**config.mk**
```make
export PLATFORM = sky130hd
export DESIGN_NAME = bcd_second_counter_scan
export DESIGN_NICKNAME = d
export VERILOG_FILES = /design/src/rtl/seven_seg_pkg.sv /design/src/rtl/pulse_divider.sv /design/src/rtl/bcd_second_counter_scan.sv
export SDC_FILE = /design/constraint.sdc
export NUM_CORES = 1
export LEC_CHECK = 0
export ABC_AREA = 1
export CELL_PAD_IN_SITES_DETAIL_PLACEMENT = 0
export CELL_PAD_IN_SITES_GLOBAL_PLACEMENT = 1
export CORE_UTILIZATION = 38
export CTS_CLUSTER_DIAMETER = 150
export DETAILED_ROUTE_END_ITERATION = 12
export PLACE_DENSITY_LB_ADDON = 0.15
export SLEW_MARGIN = 20
export SYNTH_ARGS = -nofsm -noshare
export SYNTH_HDL_FRONTEND = slang
export SYNTH_SLANG_ARGS = --single-unit
```
**constraint.sdc**
```tcl
create_clock -name clk -period 2 [get_ports clk]
set_input_delay 0.4 -clock clk [delete_from_list [all_inputs] [get_ports clk]]
set_output_delay 0.4 -clock clk [all_outputs]
set_load 0.01 [all_outputs]
```
**src/rtl/seven_seg_pkg.sv**
```systemverilog
// Seven-segment constants and BCD decoder shared by the display blocks.
// Segment order is {g,f,e,d,c,b,a}, with segment a on bit 0; a 1 means the segment is lit.
package seven_seg_pkg;

  localparam logic [6:0] SEG_0     = 7'h3F;
  localparam logic [6:0] SEG_1     = 7'h06;
  localparam logic [6:0] SEG_2     = 7'h5B;
  localparam logic [6:0] SEG_3     = 7'h4F;
  localparam logic [6:0] SEG_4     = 7'h66;
  localparam logic [6:0] SEG_5     = 7'h6D;
  localparam logic [6:0] SEG_6     = 7'h7D;
  localparam logic [6:0] SEG_7     = 7'h07;
  localparam logic [6:0] SEG_8     = 7'h7F;
  localparam logic [6:0] SEG_9     = 7'h6F;
  localparam logic [6:0] SEG_BLANK = 7'h00;

  function automatic logic [6:0] bcd_to_seg(input logic [3:0] digit);
    logic [6:0] pattern;
    case (digit)
      4'd0:    pattern = SEG_0;
      4'd1:    pattern = SEG_1;
      4'd2:    pattern = SEG_2;
      4'd3:    pattern = SEG_3;
      4'd4:    pattern = SEG_4;
      4'd5:    pattern = SEG_5;
      4'd6:    pattern = SEG_6;
      4'd7:    pattern = SEG_7;
      4'd8:    pattern = SEG_8;
      4'd9:    pattern = SEG_9;
      default: pattern = SEG_BLANK;
    endcase
    return pattern;
  endfunction

endpackage

```
**src/rtl/pulse_divider.sv**
```systemverilog
// Counts qualifying input pulses modulo DIV.
// out_pulse is combinational and is high in the cycle whose clock edge wraps the count.
module pulse_divider #(
  parameter int DIV = 2
) (
  input  logic clk,
  input  logic rst_n,
  input  logic in_pulse,
  input  logic hold,
  output logic out_pulse
);

  generate
    if (DIV > 1) begin : g_count
      localparam int W = $clog2(DIV);
      logic [W-1:0] cnt;
      logic         at_top;

      assign at_top    = (cnt == W'(DIV - 1));
      assign out_pulse = in_pulse && !hold && at_top;

      always_ff @(posedge clk) begin
        if (!rst_n) begin
          cnt <= '0;
        end else if (in_pulse && !hold) begin
          cnt <= at_top ? '0 : cnt + 1'b1;
        end
      end
    end else begin : g_pass
      // With DIV = 1 every qualifying input pulse is passed straight through, so no counter is needed.
      assign out_pulse = in_pulse && !hold;
    end
  endgenerate

endmodule

```
**src/rtl/bcd_second_counter_scan.sv**
```systemverilog
// N-digit BCD up/down tick counter with clear/load.
// Drives a time-multiplexed seven-segment display directly.
module bcd_second_counter_scan
  import seven_seg_pkg::*;
#(
  parameter int CLKS_PER_MS = 100000,
  parameter int MS_PER_TICK = 1000,
  parameter int N_DIGITS    = 4,
  parameter int SCAN_MS     = 1,
  parameter int ACTIVE_LOW  = 1,
  parameter int BLANK_LZ    = 1
) (
  input  logic                    clk,
  input  logic                    rst_n,
  input  logic                    en,
  input  logic                    up,
  input  logic                    clear,
  input  logic                    load,
  input  logic [4*N_DIGITS-1:0]   load_val,
  output logic [4*N_DIGITS-1:0]   bcd,
  output logic                    tick,
  output logic                    wrap,
  output logic [6:0]              seg,
  output logic [N_DIGITS-1:0]     an
);

  localparam int DW    = 4 * N_DIGITS;
  localparam int IDX_W = (N_DIGITS > 1) ? $clog2(N_DIGITS) : 1;
  localparam bit INV   = (ACTIVE_LOW != 0);

  logic ms_wrap, ms_pulse, tick_due, scan_due, tick_rst_n;

  pulse_divider #(.DIV(CLKS_PER_MS)) u_ms_div (
    .clk(clk), .rst_n(rst_n), .in_pulse(1'b1), .hold(1'b0), .out_pulse(ms_wrap)
  );

  always_ff @(posedge clk) begin
    if (!rst_n) ms_pulse <= 1'b0;
    else        ms_pulse <= ms_wrap;
  end

  // clear restarts the sub-tick phase, so it acts as an extra synchronous reset on that divider.
  assign tick_rst_n = rst_n && !clear;

  pulse_divider #(.DIV(MS_PER_TICK)) u_tick_div (
    .clk(clk), .rst_n(tick_rst_n), .in_pulse(ms_pulse), .hold(!en), .out_pulse(tick_due)
  );

  pulse_divider #(.DIV(SCAN_MS)) u_scan_div (
    .clk(clk), .rst_n(rst_n), .in_pulse(ms_pulse), .hold(1'b0), .out_pulse(scan_due)
  );

  logic [N_DIGITS-1:0] is_nine, is_zero, carry, blank;
  logic [DW-1:0]       bcd_next, load_sat;
  logic                wrap_due;

  generate
    for (genvar k = 0; k < N_DIGITS; k++) begin : g_digit
      logic [3:0] d, ld;
      assign d          = bcd[4*k +: 4];
      assign ld         = load_val[4*k +: 4];
      assign is_nine[k] = (d == 4'd9);
      assign is_zero[k] = (d == 4'd0);

      if (k == 0) begin : g_lsd
        assign carry[k] = 1'b1;
        assign blank[k] = 1'b0;
      end else begin : g_upper
        // A digit moves only when every digit below it is rolling over.
        assign carry[k] = up ? (&is_nine[k-1:0]) : (&is_zero[k-1:0]);
        assign blank[k] = (BLANK_LZ != 0) && (bcd[DW-1:4*k] == '0);
      end

      assign bcd_next[4*k +: 4] = !carry[k] ? d :
                                  up ? ((d == 4'd9) ? 4'd0 : d + 4'd1)
                                     : ((d == 4'd0) ? 4'd9 : d - 4'd1);
      assign load_sat[4*k +: 4] = (ld > 4'd9) ? 4'd9 : ld;
    end
  endgenerate

  assign wrap_due = up ? (&is_nine) : (&is_zero);

  always_ff @(posedge clk) begin
    if (!rst_n || clear) begin
      bcd  <= '0;
      tick <= 1'b0;
      wrap <= 1'b0;
    end else if (load) begin
      bcd  <= load_sat;
      tick <= 1'b0;
      wrap <= 1'b0;
    end else if (tick_due) begin
      bcd  <= bcd_next;
      tick <= 1'b1;
      wrap <= wrap_due;
    end else begin
      tick <= 1'b0;
      wrap <= 1'b0;
    end
  end

  // scan_live stays low after reset so that no anode lights before the first scan step.
  logic [IDX_W-1:0] scan_idx;
  logic             scan_live;

  always_ff @(posedge clk) begin
    if (!rst_n) begin
      scan_idx  <= '0;
      scan_live <= 1'b0;
    end else if (scan_due) begin
      scan_live <= 1'b1;
      scan_idx  <= (scan_idx == IDX_W'(N_DIGITS - 1)) ? '0 : scan_idx + 1'b1;
    end
  end

  logic [3:0]          sel_digit;
  logic                sel_blank;
  logic [N_DIGITS-1:0] an_next;
  logic [6:0]          seg_next;

  always_comb begin
    sel_digit = 4'd0;
    sel_blank = 1'b0;
    an_next   = '0;
    for (int k = 0; k < N_DIGITS; k++) begin
      if (scan_idx == IDX_W'(k)) begin
        sel_digit  = bcd[4*k +: 4];
        sel_blank  = blank[k];
        an_next[k] = 1'b1;
      end
    end
    if (!scan_live) an_next = '0;
    seg_next = (scan_live && !sel_blank) ? bcd_to_seg(sel_digit) : SEG_BLANK;
  end

  // Polarity is applied only here; everything upstream of this register uses active-high logic.
  always_ff @(posedge clk) begin
    if (!rst_n) begin
      an  <= {N_DIGITS{INV}};
      seg <= {7{INV}};
    end else begin
      an  <= an_next ^ {N_DIGITS{INV}};
      seg <= seg_next ^ {7{INV}};
    end
  end

endmodule
```
==> flow_summary.yaml, run 1 <==
sta:
  slew_violations: 0
  timing.final.crit_share: 0.9497
  setup_tns_ns: 0
  tightestPinTransition_ns: 0.5422
  setup_viol: 0
  fin_crit_ns: 1.899
  max_freq_mhz: 526.5
  skew_ns: 0.01600
  max_slew_margin: 0.6376
  hold_violations: 0
global_route:
  grt_max_degree: 17
  grt_pass1_vias: 3368
  antenna_found_initial: 0
  grt_overflow: 0
  grt_pass1_wl_um: 15170
  gr-usage-all-layers: 0.1936
final_layout:
  fin_util: 0.4970
  n_antenna_cell: 0
  area_delta_synth_final_pct: 27.46
  nFillCells: 953
  finalInstanceArea_mm2: 0.004571
  drive_above_1_share: 0.1023
  nets: 673
setup_path:
  slowest_stage: "clkdlybuf4s50_1"
  cp_top_family: "buffers and inverters"
  crit_type: "flop to primary output"
  regToRegStartpoint: "scan_idx[0]"
  worstPathMaxFanout: 9
  crit_path_max_incr_delay_ns: 0.62
  worstPathCellList: "clkdlybuf4s50_1"
  worstSetupStartpointType: "flop"
  critPathRequiredTime_ns: 1.60
  critPathLaunch: "bcd[3]"
  cp-end-kind: "primary output"
  path_buf_inv: 1
  arrival_ns: 1.50
floorplanning:
  fp.dieH_um: 99.14
  die-area_mm2: 0.009829
  io_pins: 51
  rows: 35
  coreArea_mm2: 0.009196
  die_x_um: 99.14
  start_util: 0.3899
pwr:
  p_sw_frac: 0.2756
  seq_power_share: 0.445
  p_per_area_mw_per_mm2: 611.2
  power_switching_mw: 0.7698
  pwr-share-comb: 0.137
  pwr-share-clk: 0.418
  vdd_drop_max_mv: 0.2803
  power_mw: 2.793
  internal-power_mw: 2.024
  leakagePower_nw: 1.945
placed_design:
  placed_cell_area_mm2: 0.004335
  port_buffers: 50
  dp_hpwl_um: 6905
  place.gp.congestion: 0.8450
flow_run:
  drv_cap: 0
synth:
  synth.net_count: 598
  ys_seq_area_frac: 0.3350
  async_flop_share: 0
  netlist_area_mm2: 0.003586
  yosysTopAreaCellShare: 0.3350
  synthDistinctLibCells: 33
  netlist_instances: 565
  syn_avg_cell_area_um2: 6.347
  yosys-top-cells-area: "dfxtp_1 33%, nand2_1 16%, nor2_1 8.4%"
  ys.flop_type: "dfxtp_1"
  synthMostInstantiatedCell: "nand2_1"
  synth_edf_count: 0
  ys_seq_elements: 60
  synthTopCellsByCount: "150 x nand2_1, 80 x nor2_1, 68 x inv_1"
  yosysWarnings: 0
  yosysTopAreaCell: "dfxtp_1"
clock_network:
  cts_sinks: 60
  path_clk_slew_ns: 0.07
  worstSkewPairLatency_ns: 0.35
  cts_root_buf: "clkbuf_8"
  numCtsBuffers: 9
  cts_tree: "yes"
  clk_path_buf_depth: 2
  htreeDepth: 3
  hold_buffers: 0
route:
  via_per_inst: 4.886
  drt_first_pass_iters: 5
  vias: 3694
  drtIter0Drc: 159
  drc: 0
  avgRoutedWirePerCell_um: 11.96
  ant_nets: 0
  routed_wirelength_um: 9040
outcome:
  status: "finished clean"
hold_path:
  hold_class: "flop to flop"
  hp-start: "scan_live"
-- per-layer routing --
metal	vias to the layer above	wire (um)	track usage
li1	1966	-	-
met1	1671	4323	0.2377
met2	53	4385	0.3432
met3	4	286	0.03162
met4	0	45	0.06787
met5	-	0	0
-- registers in the layout, summed over array words and instances (netlist names) --
register                count
ms_pulse                    1
scan_idx                    2
u_ms_div.g_count.cnt       17
seg                         7
an                          4
tick                        1
scan_live                   1
u_tick_div.g_count.cnt     10
bcd                        16
wrap                        1
-- layout make-up --
type | count | area, um2 | area share
Inverter | 70 | 262.8 | 0.05749
Sequential cell | 60 | 1205 | 0.2636
Clock buffer | 11 | 151.4 | 0.03312
Tap cell | 111 | 138.9 | 0.03039
Timing Repair Buffer | 75 | 688.2 | 0.1506
Clock inverter | 5 | 58.81 | 0.01287
Multi-Input combinational cell | 424 | 2066 | 0.4520
-- power groups by stage --
stage	Clock [mW]	Sequential [mW]	Combinational (mW)
floorplan	0	1.27	0.230
global placement	0	1.27	0.377
detailed placement	0	1.27	0.380
CTS	1.21	1.24	0.383
global route	1.25	1.25	0.432
finish	1.17	1.24	0.383
-- through the flow --
stage | cells | worst slack (ns) | hold WS [ns]
finish | 756 | 0.1006 | 0.4502
global route | 756 | -0.008264 | 0.4682
CTS | 754 | 0.02096 | 0.4500
detailed placement | 738 | 0.03500 | 0.4383
global placement | 738 | 0.07379 | 0.4296
floorplan | 565 | 0.1499 | 0.4176
-- placed cells by master, fill, tap and decap left out, types with 3 or more instances in the layout --
cell type        Yosys  routed
o211ai_1             3       3
o21ai_0             30      29
nand2_2              3       4
nand4_1              7       7
dfxtp_2              0       3
ha_1                11      11
nand2_1            150     149
nor2_2               7       7
o21ai_1              3       3
nand3_1             53      53
a211oi_1             4       4
nand2_4              3       3
clkdlybuf4s50_1      0      50
clkbuf_8             0      11
nor3_1              14      14
a21oi_1             31      31
dfxtp_1             60      57
xor2_1               9       9
nor2_1              80      80
buf_4                0      25
inv_1               68      67
-- final timing paths --
path / end / slack, ns / depth (start not counted)
setup / recovery: bcd[3] / 0.10 / 1
hold / removal: scan_live / 0.45 / 2
setup reg to reg: seg[6] / 0.18 / 13
hold reg to reg: scan_live / 0.45 / 2
-- kinds of logic (layout without fill, tap and decap cells) --
family	Yosys count	in the layout	share of synthesized area
AO/OA/AOI/OAI	77	77	0.1165
XOR/XNOR	11	11	0.02687
adder cells (fa/ha/maj)	11	11	0.03838
buffers and inverters	81	161	0.09072
flip-flops	60	60	0.3350
AND/OR/NAND/NOR	325	325	0.3925
-- what timing repair did --
action	in CTS	in global routing
resized for setup	0	7
setup endpoints to repair	0	8
setup buffers	0	2
(Power assumes the default switching activity.)
==> run 2: changes to the inputs <==
- SETUP_SLACK_MARGIN: not set -> 0.1
==> run 2 against run 1 <==
Count of clock-buffer cells in the layout did not move. Maximum frequency rose by 3.0%. Total power rose by 0.26%. Routed wire length rose by 0.75%. Final area rose by 0.79%. Flip-flop and latch count did not move. First-iteration DRC count fell by 7.5%. Critical path type unchanged. Largest power group unchanged.
==> flow_summary.yaml, run 2 (synthesis results as in run 1) <==
final_layout:
  reg_top3: "u_ms_div.g_count.cnt x17, bcd x16, u_tick_div.g_count.cnt x10"
  final_cell_mix: "148 x nand2_1, 80 x nor2_1, 63 x inv_1, 53 x nand3_1, 53 x dfxtp_1"
  largest_reg_flops: 17
  nFillCells: 951
  area_delta_synth_final_pct: 28.47
  n_antenna_cell: 0
  nets: 673
  drive_above_1_share: 0.1194
  instances_no_fill: 756
  largest-register: "u_ms_div.g_count.cnt"
  layout_commonest_cell: "nand2_1"
clock_network:
  cts_root_buf: "clkbuf_8"
  clk_path_buf_depth: 2
  numCtsBuffers: 9
  path_clk_slew_ns: 0.07
  worstSkewPairLatency_ns: 0.35
  cts_sinks: 60
  cts_tree: "yes"
  hold_buffers: 0
  htreeDepth: 3
setup_path:
  critPathRequiredTime_ns: 1.60
  r2r-end: "seg[6]"
  path_buf_inv: 1
  cp_top_family: "buffers and inverters"
  slowest_stage: "clkdlybuf4s50_1"
  reg2reg_setup_slack_ns: 0.24
  cp-end-kind: "primary output"
  crit_path_max_incr_delay_ns: 0.60
  crit_type: "flop to primary output"
  reg2regPathDepth: 13
  worstSetupStartpointType: "flop"
  worstPathMaxFanout: 7
  worstPathCellList: "clkdlybuf4s50_1"
  worstSetupEndpoint: "bcd[1]"
  arrival_ns: 1.44
  cp.depth: 1
  critPathLaunch: "bcd[1]"
  regToRegStartpoint: "scan_idx[0]"
sta:
  rsz0062_at_grt: "yes"
  max_freq_mhz: 542.2
  hold_violations: 0
  max_slew_margin: 0.6381
  fin_crit_ns: 1.844
  tightestPinTransition_ns: 0.5416
  skew_ns: 0.01491
  setup_slack_ns: 0.1555
  setup_tns_ns: 0
  setup_viol: 0
  slew_violations: 0
  timing.final.crit_share: 0.9222
global_route:
  grt_max_degree: 17
  gr-usage-all-layers: 0.1939
  antenna_found_initial: 0
  grt_pass1_wl_um: 15190
  grt_overflow: 0
  grt_pass1_vias: 3374
pwr:
  power_mw: 2.801
  vdd_drop_max_mv: 0.2801
  p_per_area_mw_per_mm2: 607.9
  leakagePower_nw: 1.948
route:
  drtIter0Drc: 147
  routed_wirelength_um: 9108
  avgRoutedWirePerCell_um: 12.05
  vias: 3708
  via_per_inst: 4.905
  drt_first_pass_iters: 5
  ant_nets: 0
  drc: 0
floorplanning:
  io_pins: 51
  die-area_mm2: 0.009829
  coreArea_mm2: 0.009196
  rows: 35
  fp.dieH_um: 99.14
  die_x_um: 99.14
  start_util: 0.3899
placed_design:
  place_inst: 738
  dp_hpwl_um: 6905
  dp_slack_ns: 0.03500
  port_buffers: 50
  place.gp.congestion: 0.8450
flow_run:
  drv_cap: 0
hold_path:
  hold_class: "flop to flop"
outcome:
  status: "finished clean"
run 2: cell types whose count changed in the layout (fill, tap and decap cells not counted), moves of 2 or more:
cell     change
ha_1         -2
dfxtp_1      -4
inv_2        +4
inv_1        -4
dfxtp_2      +3
run 2: metal layers:
layer	routed length (um)	vias up	GRT usage	part of all wire
met4	119	0	0.06787	0.013
met3	248	9	0.03162	0.027
met2	4393	54	0.3443	0.48
met5	0	-	0	0
met1	4348	1679	0.2377	0.48
li1	-	1966	-	-
run 2: metrics by stage:
step	utilization	hold WS [ns]	cell area, um2
floorplan	-	0.4176	3586
global placement	0.4714	0.4296	4335
detailed placement	0.4714	0.4383	4335
CTS	0.4954	0.4500	4556
global route	0.5010	0.4682	4607
finish	0.5010	0.4504	4607
run 2: what timing repair did:
| action | CTS | global route |
|---|---|---|
| setup endpoints to repair | 9 | 9 |
| pin swaps | 0 | 5 |
| gates resized for setup | 6 | 16 |
| setup buffers | 0 | 2 |
run 2: layout make-up:
class,count,area [um2],share of cell area
Multi-Input combinational cell,424,2091,0.4538
Sequential cell,60,1212,0.2632
Timing Repair Buffer,75,691.9,0.1502
Inverter,70,262.8,0.05703
Clock buffer,11,151.4,0.03286
Tap cell,111,138.9,0.03015
Clock inverter,5,58.81,0.01276
run 2: worst min path at each step:
stage,cells past startpoint,endpoint,slack [ns],startpoint
after floorplan,1,u_ms_div.g_count.cnt[0],0.42,u_ms_div.g_count.cnt[0]
after global placement,1,u_ms_div.g_count.cnt[0],0.43,u_ms_div.g_count.cnt[0]
after detailed placement,1,u_ms_div.g_count.cnt[0],0.44,u_ms_div.g_count.cnt[0]
after CTS,1,u_ms_div.g_count.cnt[0],0.45,u_ms_div.g_count.cnt[0]
after global routing,1,u_ms_div.g_count.cnt[0],0.47,u_ms_div.g_count.cnt[0]
final,1,u_ms_div.g_count.cnt[0],0.45,u_ms_div.g_count.cnt[0]
run 2: report_power, final:
part           internal [mW]  total (mW)  switching, mW
Combinational          0.165       0.385          0.219
Clock                  0.645        1.17          0.527
Sequential              1.21        1.24         0.0306
Total                   2.02        2.80          0.777
